<file path="config.mk">
export PLATFORM = sky130hd
export DESIGN_NAME = pdm_mic_rx
export DESIGN_NICKNAME = d
export VERILOG_FILES = /design/src/rtl/pdm_mic_rx.sv
export SDC_FILE = /design/constraint.sdc
export NUM_CORES = 1
export LEC_CHECK = 0
export CORE_UTILIZATION = 25
export CTS_CLUSTER_SIZE = 28
export DETAILED_ROUTE_END_ITERATION = 7
export DONT_BUFFER_PORTS = 1
export GPL_ROUTABILITY_DRIVEN = 1
export PLACE_DENSITY = 0.46
export SETUP_SLACK_MARGIN = 0.1
export SLEW_MARGIN = 20
export SYNTH_ARGS = -nofsm -noshare
export SYNTH_HDL_FRONTEND = slang
export SYNTH_SLANG_ARGS = --single-unit
</file>
<file path="constraint.sdc">
create_clock -name CLK100MHZ -period 3.95 [get_ports CLK100MHZ]
set_clock_uncertainty 0.1 [all_clocks]
set_input_delay 0 -clock CLK100MHZ [delete_from_list [all_inputs] [get_ports CLK100MHZ]]
set_output_delay 0 -clock CLK100MHZ [all_outputs]
set_load 0.01 [all_outputs]
</file>
<file path="src/rtl/pdm_mic_rx.sv">
// pdm_mic_rx: drives the PDM microphone clock and boxcar-decimates its bit stream
// into 11-bit unsigned samples (midscale 1024), with a windowed peak level meter.
module pdm_mic_rx #(
    parameter int CLK_HALF = 25,
    parameter int DECIM    = 128,
    parameter int PEAK_WIN = 64
) (
    input  logic        CLK100MHZ,
    input  logic        CPU_RESETN,
    input  logic        en,
    input  logic        M_DATA,
    output logic        M_CLK,
    output logic        M_LRSEL,
    output logic [10:0] sample,
    output logic        sample_valid,
    output logic [2:0]  level
);
    localparam int DW = $clog2(CLK_HALF + 1);
    localparam int BW = $clog2(DECIM);
    localparam int WW = $clog2(PEAK_WIN + 1);
    localparam int SH = 11 - BW;

    logic          m_meta, m_sync;
    logic [DW-1:0] div_cnt;
    logic [BW-1:0] bit_cnt;
    logic [BW:0]   ones, total;
    logic [9:0]    peak, mag, pk;
    logic [WW-1:0] win_cnt;
    logic [11:0]   scaled;
    logic [10:0]   sample_new, diff;
    logic          tick, capture, last, win_last;

    assign M_LRSEL = 1'b0;

    always_comb begin
        tick       = div_cnt == DW'(CLK_HALF - 1);
        capture    = tick && M_CLK;
        last       = capture && bit_cnt == BW'(DECIM - 1);
        total      = ones + (BW+1)'(m_sync);
        scaled     = 12'(total) << SH;
        sample_new = scaled[11] ? 11'd2047 : scaled[10:0];
        // 1024 - 0 does not fit the 10-bit magnitude, so clamp it to full scale
        diff       = sample_new[10] ? {1'b0, sample_new[9:0]} : 11'd1024 - sample_new;
        mag        = diff[10] ? 10'd1023 : diff[9:0];
        pk         = mag > peak ? mag : peak;
        win_last   = win_cnt == WW'(PEAK_WIN - 1);
    end

    always_ff @(posedge CLK100MHZ) begin
        if (!CPU_RESETN) begin
            m_meta       <= 1'b0;
            m_sync       <= 1'b0;
            M_CLK        <= 1'b0;
            div_cnt      <= '0;
            bit_cnt      <= '0;
            ones         <= '0;
            peak         <= '0;
            win_cnt      <= '0;
            sample       <= 11'd1024;
            sample_valid <= 1'b0;
            level        <= '0;
        end else begin
            m_meta       <= M_DATA;
            m_sync       <= m_meta;
            sample_valid <= en && last;
            if (!en) begin
                M_CLK   <= 1'b0;
                div_cnt <= '0;
                bit_cnt <= '0;
                ones    <= '0;
                peak    <= '0;
                win_cnt <= '0;
            end else begin
                div_cnt <= tick ? '0 : div_cnt + 1'b1;
                if (tick) M_CLK <= !M_CLK;
                // bit_cnt wraps to 0 on its own because DECIM is a power of two
                if (capture) begin
                    bit_cnt <= bit_cnt + 1'b1;
                    ones    <= last ? '0 : total;
                end
                if (last) begin
                    sample  <= sample_new;
                    peak    <= win_last ? '0 : pk;
                    win_cnt <= win_last ? '0 : win_cnt + 1'b1;
                    if (win_last) level <= pk[9:7];
                end
            end
        end
    end
endmodule

</file>
==> results by group, run 1 <==
Clock tree
  • Latest clock arrival within the worst-skew pair: ~0.29 ns
  • Clock sinks: 50
  • Clk buf depth: 2
  • H-tree levels: 2
  • CTS clk-pin slew, worst paths: about 0.070 ns
  • CTS Buf Count: 5
  • CTS root buffer: clkbuf_16
  • TritonCTS clock tree: done

Critical path
  • Critical Setup Path Class: flip-flop to flip-flop
  • WP data arrival: between 3 and 4 ns
  • Crit path capture type: flip-flop
  • Req. time, crit path: a little over 4 ns
  • Reg-to-Reg Start: ones[0]
  • Critical path startpoint: ones[0]
  • Crit Reg-Reg Endpoint: peak[5]
  • Register-to-Register Path Depth: 14
  • R2r setup slk: 0.36 ns
  • End of the critical path: peak[5]
  • Critical path peak fanout: 8
  • Setup crit start kind: flip-flop

Pwr
  • Leakage: 1.20 nW
  • Sw frac: 22.5%
  • Pwr Total: 970 uW
  • PwrDens: between 300 and 400 nW/um^2
  • Switch Pwr: approximately 220 uW
  • Reg power frac: between 50% and 60%
  • Comb pwr share: 3.1%
  • VDD IR-drop max: around 170 uV
  • Clock share of power: around 45%
  • Int Power: 752 uW

Logic synthesis
  • Syn avg cell area: between 8 and 9 sq um
  • Unique masters post-synth: between 60 and 70
  • Seq/Total Area, Yosys: 34.7%
  • Largest area contributor in the netlist: dfxtp_1
  • Syn nets: 350
  • Number of enable flip-flop cells after synthesis: 0
  • Main flop type after synthesis: dfxtp_1
  • FF+latch count, synth: 50
  • Syn Inst Count: between 300 and 400
  • Share of the synthesized area in the top cell type: roughly a third
  • Fraction of registers with async set/reset: 0%
  • Ys Warns: 0
  • Largest cells by area after synthesis: dfxtp_1 35%, ha_1 6.5%, nor2_1 3.8%, nand2_1 3.5%, xnor2_1 3.3%
  • Netlist Area Pre-Place: between 2000 and 3000 sq um

Detailed routing
  • DRT iter0 DRCs: around 190
  • Post-route ant nets: 0
  • WL final: between 6 and 7 mm
  • TritonRoute pass-1 iters: 4
  • Routed vias/inst: ~5
  • Via count: between 2,000 and 2,500
  • Drt drc: 0
  • Routed wire length per instance: between 10 and 15 um

Placement
  • IO buf count: 0
  • Routability-driven placement congestion ratio: 0.847
  • Sum of net half-perimeters after detailed placement: a little under 5 mm
  • DP Cell Count: approximately 460

Layout
  • Layout Nets: 347
  • Core Util, Final: 28.9%
  • Antenna cell count: 0
  • Share of cells above drive strength 1: about a tenth
  • Commonest non-fill, non-tap cell in the layout: dfxtp_1
  • Area growth syn-to-layout: 10.3%
  • Commonest cells after routing, fill and taps aside: 50 x dfxtp_1, 29 x nor2_1, 27 x nand2_1
  • Fin cells: about 470
  • Fillers: roughly 1,200

GRT
  • First-pass GRT wire length: roughly 11 mm
  • Vias in the first global route: about 2,100
  • GR Overflow Total: 0
  • All-Layer GR Usage: a little under an eighth
  • Initial antenna violation count: 0
  • Pin count of the biggest net entering global routing: 18

Run status
  • Status: completed

Floorplanning
  • Placeable Area: 11,000 sq um
  • Row count: 38
  • Starting Density: between 20% and 30%
  • IO Pins: 21
  • Die Width: ~110 um
  • Die footprint: 12,000 sq um
  • Die Y: around 110 um

STA
  • Hold Vio Cnt, Final: 0
  • Tmin final: about 3.6 ns
  • Max Freq: 279 MHz
  • Worst Tran Pin Value: 0.830 ns
  • Final period util: 90.8%
  • Final Setup Violations: 0
  • Max_slew headroom: between 40% and 50%
  • Slew Viols, Final: 0
  • RSZ-0062 raised after global routing: false
  • Setup TNS: 0 ns

Worst hold path
  • HP Class: input pin to flip-flop

Job
  • Max-Cap Viols: 0
power groups by stage:
stage,registers [mW],logic [mW],clock network (mW)
after floorplan,0.518,0.0202,0
after global placement,0.518,0.0250,0
after detailed placement,0.518,0.0251,0
after CTS,0.507,0.0302,0.450
after global routing,0.507,0.0340,0.465
final,0.507,0.0302,0.433
through the flow:
step | hold slack, ns | setup slack [ns] | area [sq um]
after floorplan | 0.0273 | 0.632 | 2890
after global placement | -0.0317 | 0.372 | 3000
after detailed placement | -0.0273 | 0.281 | 3000
after CTS | 0.0115 | 0.266 | 3170
after global routing | 0.0441 | 0.191 | 3180
final | 0.00832 | 0.365 | 3180
critical path, stage by stage (launching register included):
cell and delay (ns):
dfxtp_1 0.34, ha_2 0.24, ha_2 0.26, nand3_1 0.17
nor4_1 0.47, a21oi_1 0.15, a21oi_1 0.24, ha_1 0.29
a211oi_1 0.27, nand3_1 0.11, o2bb2ai_1 0.23, or2_2 0.20
nor4_4 0.04, buf_4 0.19, a22o_1 0.18
flip-flops by register name, summed over array words and instances, names as in the netlist:
register / flops
ones: 8
peak: 8
sample: 8
bit_cnt: 7
win_cnt: 7
div_cnt: 5
level: 3
M_CLK: 1
m_meta: 1
m_sync: 1
sample_valid: 1
cell families (layout without fill, tap and decap cells):
logic type	after synthesis	after routing	synth area share, %
xor+xnor	21	21	6.89
simple gates	127	127	24.8
fa+ha+maj	15	15	6.50
mux	3	3	1.04
buf+inv	34	32	5.94
other cells	1	1	0.130
compound gates	80	80	20.0
flops	50	50	34.7
cell usage after synthesis (all sizes together), types with 4 or more instances:
cell / instances
ha: 15
a22o: 10
o21ai: 17
and2: 8
and3: 6
o211a: 8
xor2: 8
clkbuf: 5
nand4: 9
nor4: 5
buf: 16
nand2: 27
a21oi: 15
xnor2: 13
nor2: 29
o211ai: 4
dfxtp: 50
nor3: 6
nand3: 14
inv: 13
repair_timing:
action / in CTS / in global routing
buffers inserted: 0 / 0
hold buffers: 3 / 0
endpoints found under the setup margin: 0 / 11
endpoints found under the hold margin: 13 / 0
gates resized for setup: 0 / 4
how the worst min path moves through the flow:
stage / cells after the start / slack (ns) / to / start
2_1_floorplan: 1 / 0.03 / m_meta / M_DATA
3_3_place_gp: 1 / -0.03 / sample[10] / CPU_RESETN
3_5_place_dp: 1 / -0.03 / sample[10] / CPU_RESETN
4_1_cts: 2 / 0.01 / win_cnt[6] / en
5_1_grt: 2 / 0.04 / win_cnt[6] / en
6_report: 2 / 0.008 / win_cnt[6] / en
cell type report:
class | instances | area [sq um] | share of cell area (%)
inverter | 13 | 48.8 | 1.53
multi-input combinational | 247 | 1730 | 54.2
clock buffer | 6 | 129 | 4.05
timing repair buffer | 11 | 90.1 | 2.83
tap | 140 | 175 | 5.50
clock inverter | 2 | 13.8 | 0.432
sequential | 50 | 1000 | 31.4
routing by layer:
metal | global-route usage [%] | wire (um) | vias up
li1 | - | - | 1181
met3 | 3.20 | 346 | 8
met1 | 16.3 | 3440 | 1072
met2 | 17.6 | 2900 | 41
met4 | 4.38 | 98 | 0
met5 | 0 | 0 | -
(Power assumes the default switching activity.)
==> inputs of run 2 (changes only) <==
==> constraint.sdc (replaced) <==
create_clock -name CLK100MHZ -period 3.5 [get_ports CLK100MHZ]
set_clock_uncertainty 0.1 [all_clocks]
set_input_delay 0 -clock CLK100MHZ [delete_from_list [all_inputs] [get_ports CLK100MHZ]]
set_output_delay 0 -clock CLK100MHZ [all_outputs]
set_load 0.01 [all_outputs]
==> results by group, run 2 (synthesized netlist as in run 1, its figures left out) <==
Run status
  • Status: completed

Floorplanning
  • Die Width: around 110 um
  • IO Pins: 21
  • Placeable Area: 11,000 sq um
  • Starting Density: 26.2%
  • Row count: 38
  • Die footprint: roughly 12,000 sq um
  • Die Y: between 100 and 150 um

Layout
  • Fillers: roughly 1,200
  • Fin area: between 3000 and 4000 sq um
  • Commonest cells after routing, fill and taps aside: 48 x dfxtp_1, 26 x nor2_1, 26 x buf_4
  • Area growth syn-to-layout: 24.0%
  • Share of cells above drive strength 1: about a quarter
  • Antenna cell count: 0
  • Largest regs: ones: 8 flops, peak: 8 flops, sample: 8 flops
  • Fin cells: 488
  • Commonest non-fill, non-tap cell in the layout: dfxtp_1
  • Layout Nets: 366

Placement
  • Placed cell area: about 3100 sq um
  • DP Cell Count: roughly 470
  • Sum of net half-perimeters after detailed placement: roughly 5 mm
  • IO buf count: 0
  • Routability-driven placement congestion ratio: just under 0.9

Critical path
  • Reg-to-Reg Start: ones[0]
  • Critical path peak fanout: 7
  • Critical Setup Path Class: flip-flop to flip-flop
  • Req. time, crit path: 3.59 ns
  • Crit Reg-Reg Endpoint: peak[0]
  • Setup crit start kind: flip-flop
  • Crit path capture type: flip-flop
  • Register-to-Register Path Depth: 15
  • R2r setup slk: around 0.24 ns
  • WP data arrival: about 3.4 ns

Detailed routing
  • WL final: 7.11 mm
  • Metal1 wirelength: about 3.5 mm
  • Top layer in use: met4
  • Met2 wire length: just over 3 mm
  • DRT iter0 DRCs: about 180
  • Drt drc: 0
  • Post-route ant nets: 0
  • Met3 WL post-DR: between 400 and 500 um
  • Via count: 2,435
  • Routed vias/inst: 4.99
  • Routed wire length per instance: 14.6 um
  • TritonRoute pass-1 iters: 4

Worst hold path
  • Hold endpoint: win_cnt[6]
  • Min-Delay Startpoint: en
  • HP Class: input pin to flip-flop
  • Worst Hold Depth: 2

Pwr
  • PwrDens: about 310 nW/um^2
  • Leakage: 1.34 nW
  • VDD IR-drop max: around 210 uV
  • Pwr Total: approximately 1.1 mW

GRT
  • First-pass GRT wire length: approximately 11 mm
  • Initial antenna violation count: 0
  • GR Overflow Total: 0
  • Vias in the first global route: between 2,000 and 2,500
  • All-Layer GR Usage: roughly 13%
  • Pin count of the biggest net entering global routing: 18

STA
  • Final period util: about 93%
  • Setup TNS: 0 ns
  • RSZ-0062 raised after global routing: true
  • Hold Vio Cnt, Final: 0
  • Worst Tran Pin Value: 0.756 ns
  • Final Setup Violations: 0
  • Max_slew headroom: between 40% and 50%
  • Tmin final: about 3.3 ns
  • Max Freq: just over 300 MHz
  • Slew Viols, Final: 0

Clock tree
  • CTS clk-pin slew, worst paths: about 0.070 ns
  • CTS Buf Count: 5
  • H-tree levels: 2
  • Clk buf depth: 2
  • Latest clock arrival within the worst-skew pair: about 0.30 ns
  • TritonCTS clock tree: done
  • CTS root buffer: clkbuf_16
  • Clock sinks: 50

Job
  • Max-Cap Viols: 0
==> run 2: per-stage QoR <==
stage | hold WS, ns | setup slack, ns | util, %
after floorplan | 0.0273 | 0.182 | -
after global placement | -0.0314 | -0.0151 | 28.1
after detailed placement | -0.0264 | -0.0746 | 28.1
after CTS | 0.0127 | 0.124 | 30.6
after global routing | 0.0242 | 0.0837 | 32.4
final | 0.0109 | 0.241 | 32.4
==> run 2: how the worst max path moves through the flow <==
stage / startpoint / endpoint / cells after the start / slack, ns
after floorplan: ones[0] / peak[0] / 15 / 0.18
after global placement: m_sync / peak[4] / 14 / -0.02
after detailed placement: m_sync / peak[5] / 14 / -0.07
after CTS: m_sync / level[2] / 15 / 0.12
after global routing: ones[0] / peak[0] / 16 / 0.08
final: ones[0] / peak[0] / 15 / 0.24
==> run 2: area by class of cell <==
type	instances	area [sq um]	share of cell area (%)
multi-input combinational	247	1970	55.1
sequential	50	1000	28.0
timing repair buffer	30	236	6.61
tap	140	175	4.90
clock buffer	5	125	3.50
inverter	13	48.8	1.36
clock inverter	3	18.8	0.524
==> run 2: power by group <==
group / leakage [nW] / switching (mW) / internal [mW]
registers: 0.404 / 0.00144 / 0.571
clock network: 0.0740 / 0.223 / 0.265
logic: 0.862 / 0.0247 / 0.0155
total: 1.34 / 0.249 / 0.852
==> run 2: repair_timing <==
item	CTS	global route
setup endpoints to repair	10	11
resized for setup	17	29
buffers inserted	3	3
hold buffers	3	0
hold endpoints to repair	13	0
pin swaps	4	13
==> run 2: routing by layer <==
metal	up-vias	GRT usage, %
met3	10	3.50
met1	1158	17.2
met2	43	18.6
li1	1224	-
met5	-	0
met4	0	4.48
==> run 2: critical path, stage by stage (launching register included) <==
cell	delay [ns]
dfxtp_2	0.33
ha_4	0.16
buf_4	0.15
and4_4	0.22
a21o_1	0.20
o211a_4	0.28
a21oi_4	0.17
nand2_2	0.07
ha_1	0.29
o21a_1	0.18
o211ai_1	0.26
o2bb2ai_4	0.16
or2_4	0.17
nor4_4	0.04
buf_4	0.18
a22o_1	0.18
==> inputs of run 3 (changes only) <==
--- a/config.mk
+++ b/config.mk
@@ -5,12 +5,13 @@
 export SDC_FILE = /design/constraint.sdc
 export NUM_CORES = 1
 export LEC_CHECK = 0
+export CORE_ASPECT_RATIO = 0.7
 export CORE_UTILIZATION = 25
 export CTS_CLUSTER_SIZE = 28
 export DETAILED_ROUTE_END_ITERATION = 7
 export DONT_BUFFER_PORTS = 1
 export GPL_ROUTABILITY_DRIVEN = 1
-export PLACE_DENSITY = 0.46
+export RECOVER_POWER = 50
 export SETUP_SLACK_MARGIN = 0.1
 export SLEW_MARGIN = 20
 export SYNTH_ARGS = -nofsm -noshare
==> results by group, run 3 (synthesized netlist as in run 1, its figures left out) <==
GRT
  • Pin count of the biggest net entering global routing: 18
  • First-pass GRT wire length: 11.5 mm
  • All-Layer GR Usage: ~12%
  • Initial antenna violation count: 0
  • GR Overflow Total: 0
  • Vias in the first global route: 2,304

STA
  • Max Freq: slightly below 300 MHz
  • Max_slew headroom: a little over two fifths
  • Worst Tran Pin Value: 0.861 ns
  • Hold Vio Cnt, Final: 0
  • Tmin final: roughly 3.4 ns
  • Setup TNS: 0 ns
  • Final Setup Violations: 0
  • Final period util: 96.4%
  • Setup ws final: around 0.13 ns
  • RSZ-0062 raised after global routing: true
  • Slew Viols, Final: 0

Pwr
  • PwrDens: between 300 and 400 nW/um^2
  • Sw frac: roughly a fifth
  • Int Power: roughly 950 uW
  • Comb pwr share: ~3.4%
  • Clock share of power: between 40% and 50%
  • VDD IR-drop max: 206 uV
  • Leakage: roughly 1.3 nW
  • Pwr Total: ~1.2 mW
  • Reg power frac: 48.0%
  • Switch Pwr: ~250 uW

Critical path
  • Slowest cell on crit path: dfxtp_2
  • End of the critical path: peak[5]
  • Crit Reg-Reg Endpoint: peak[5]
  • Most numerous cell on the critical path: ha_4
  • Req. time, crit path: 3.58 ns
  • Crit path capture type: flip-flop
  • Critical Path, Cell by Cell: ha_4 > ha_4 > buf_6 > xnor2_4 > nor3b_4 > a21o_1 > o32ai_4 > a21oi_2 > ha_4 > a211oi_2 > nand3_1 > o2bb2ai_2 > or2_4 > nor4_4 > buf_6 > a22o_1
  • Register-to-Register Path Depth: 16
  • Critical path startpoint: ones[0]
  • Setup crit start kind: flip-flop
  • Critical path peak fanout: 8
  • Critical Setup Path Class: flip-flop to flip-flop
  • Reg-to-Reg Start: ones[0]
  • WP data arrival: 3.45 ns
  • Max stage delay on crit path: 0.34 ns
  • R2r setup slk: roughly 0.13 ns

Floorplanning
  • Die Width: between 100 and 150 um
  • Die Y: 91.9 um
  • IO Pins: 21
  • Placeable Area: around 11,000 sq um
  • Row count: 32
  • Die footprint: around 12,000 sq um
  • Starting Density: around a quarter

Clock tree
  • CTS clk-pin slew, worst paths: roughly 0.070 ns
  • Latest clock arrival within the worst-skew pair: slightly below 0.3 ns
  • H-tree levels: 2
  • TritonCTS clock tree: done
  • CTS Buf Count: 5
  • Clk buf depth: 2
  • CTS root buffer: clkbuf_16
  • Clock sinks: 50

Placement
  • Place WS: -0.224 ns
  • Sum of net half-perimeters after detailed placement: 4.94 mm
  • Routability-driven placement congestion ratio: ~0.87
  • IO buf count: 0

Detailed routing
  • Drt drc: 0
  • Via count: around 2,500
  • Routed vias/inst: ~5.0
  • TritonRoute pass-1 iters: 4
  • Post-route ant nets: 0
  • DRT iter0 DRCs: roughly 160
  • WL final: approximately 7.4 mm
  • Routed wire length per instance: about 14 um

Layout
  • Fillers: between 1,000 and 1,500
  • Layout Nets: 376
  • Share of cells above drive strength 1: 23.5%
  • Largest regs: ones: 8 flops, peak: 8 flops, sample: 8 flops
  • Commonest non-fill, non-tap cell in the layout: dfxtp_1
  • Commonest cells after routing, fill and taps aside: 48 x dfxtp_1, 35 x buf_4, 27 x nand2_1, 27 x nor2_1
  • Area growth syn-to-layout: 25.9%
  • Antenna cell count: 0

Run status
  • Status: completed

Job
  • Max-Cap Viols: 0

Worst hold path
  • HP Class: input pin to flip-flop
run 3: cell count changes in the layout (fill, tap and decap cells not counted), moves of 2 or more:
| cell | delta |
|---|---|
| and2_0 | +2 |
| ha_1 | +2 |
| and2_1 | -2 |
| ha_4 | -2 |
| nand2_1 | +2 |
| nor4_2 | -2 |
| clkinv_2 | -2 |
| nand2_2 | -2 |
| buf_4 | +9 |
run 3: final cells by class:
class	instances	area [sq um]	share of cell area (%)
multi-input combinational	247	1900	52.2
clock buffer	6	139	3.82
timing repair buffer	40	315	8.68
clock inverter	2	38.8	1.07
sequential	50	1000	27.6
tap	153	191	5.27
inverter	13	48.8	1.34
run 3: timing repair:
item,CTS,global route
hold buffers,3,0
pin swaps,7,14
hold endpoints to repair,14,0
gates resized for setup,12,27
setup buffers,4,10
setup endpoints to repair,11,11
run 3: power by group through the flow:
| stage | Combinational [mW] | Clock (mW) | Sequential [mW] |
|---|---|---|---|
| final | 0.0404 | 0.579 | 0.572 |
| after global routing | 0.0439 | 0.627 | 0.572 |
| after CTS | 0.0357 | 0.593 | 0.572 |
| after detailed placement | 0.0271 | 0 | 0.585 |
| after global placement | 0.0266 | 0 | 0.585 |
| after floorplan | 0.0228 | 0 | 0.585 |
run 3: metal layers:
layer	routed length (um)	global-route usage (%)
met3	375	2.68
met2	3330	18.5
met5	0	0
met1	3530	17.0
met4	119	3.83
run 3: worst min path at each step:
stage,from,end,cells after the start
detailed placement,CPU_RESETN,sample[10],1
floorplan,M_DATA,m_meta,1
global route,CPU_RESETN,win_cnt[6],2
finish,CPU_RESETN,win_cnt[6],2
global placement,CPU_RESETN,sample[10],1
CTS,CPU_RESETN,win_cnt[6],2
run 3: critical path, delay by kind of cell (launching register included):
family	cells	cell delay (ns)
buffers and inverters	2	0.30
flip-flops	1	0.34
XOR/XNOR	1	0.13
AO/OA/AOI/OAI	6	1.11
AND/OR/NAND/NOR	4	0.70
adder cells (fa/ha/maj)	3	0.58
run 3: per-stage QoR:
step	cells	utilization, %	instance area, sq um	hold WS, ns
2_1_floorplan	331	-	2890	0.0273
3_3_place_gp	486	28.1	3130	-0.0282
4_1_cts	501	30.7	3420	0.00390
3_5_place_dp	486	28.1	3130	-0.0280
5_1_grt	511	32.6	3630	0.0174
6_report	511	32.6	3630	0.0138
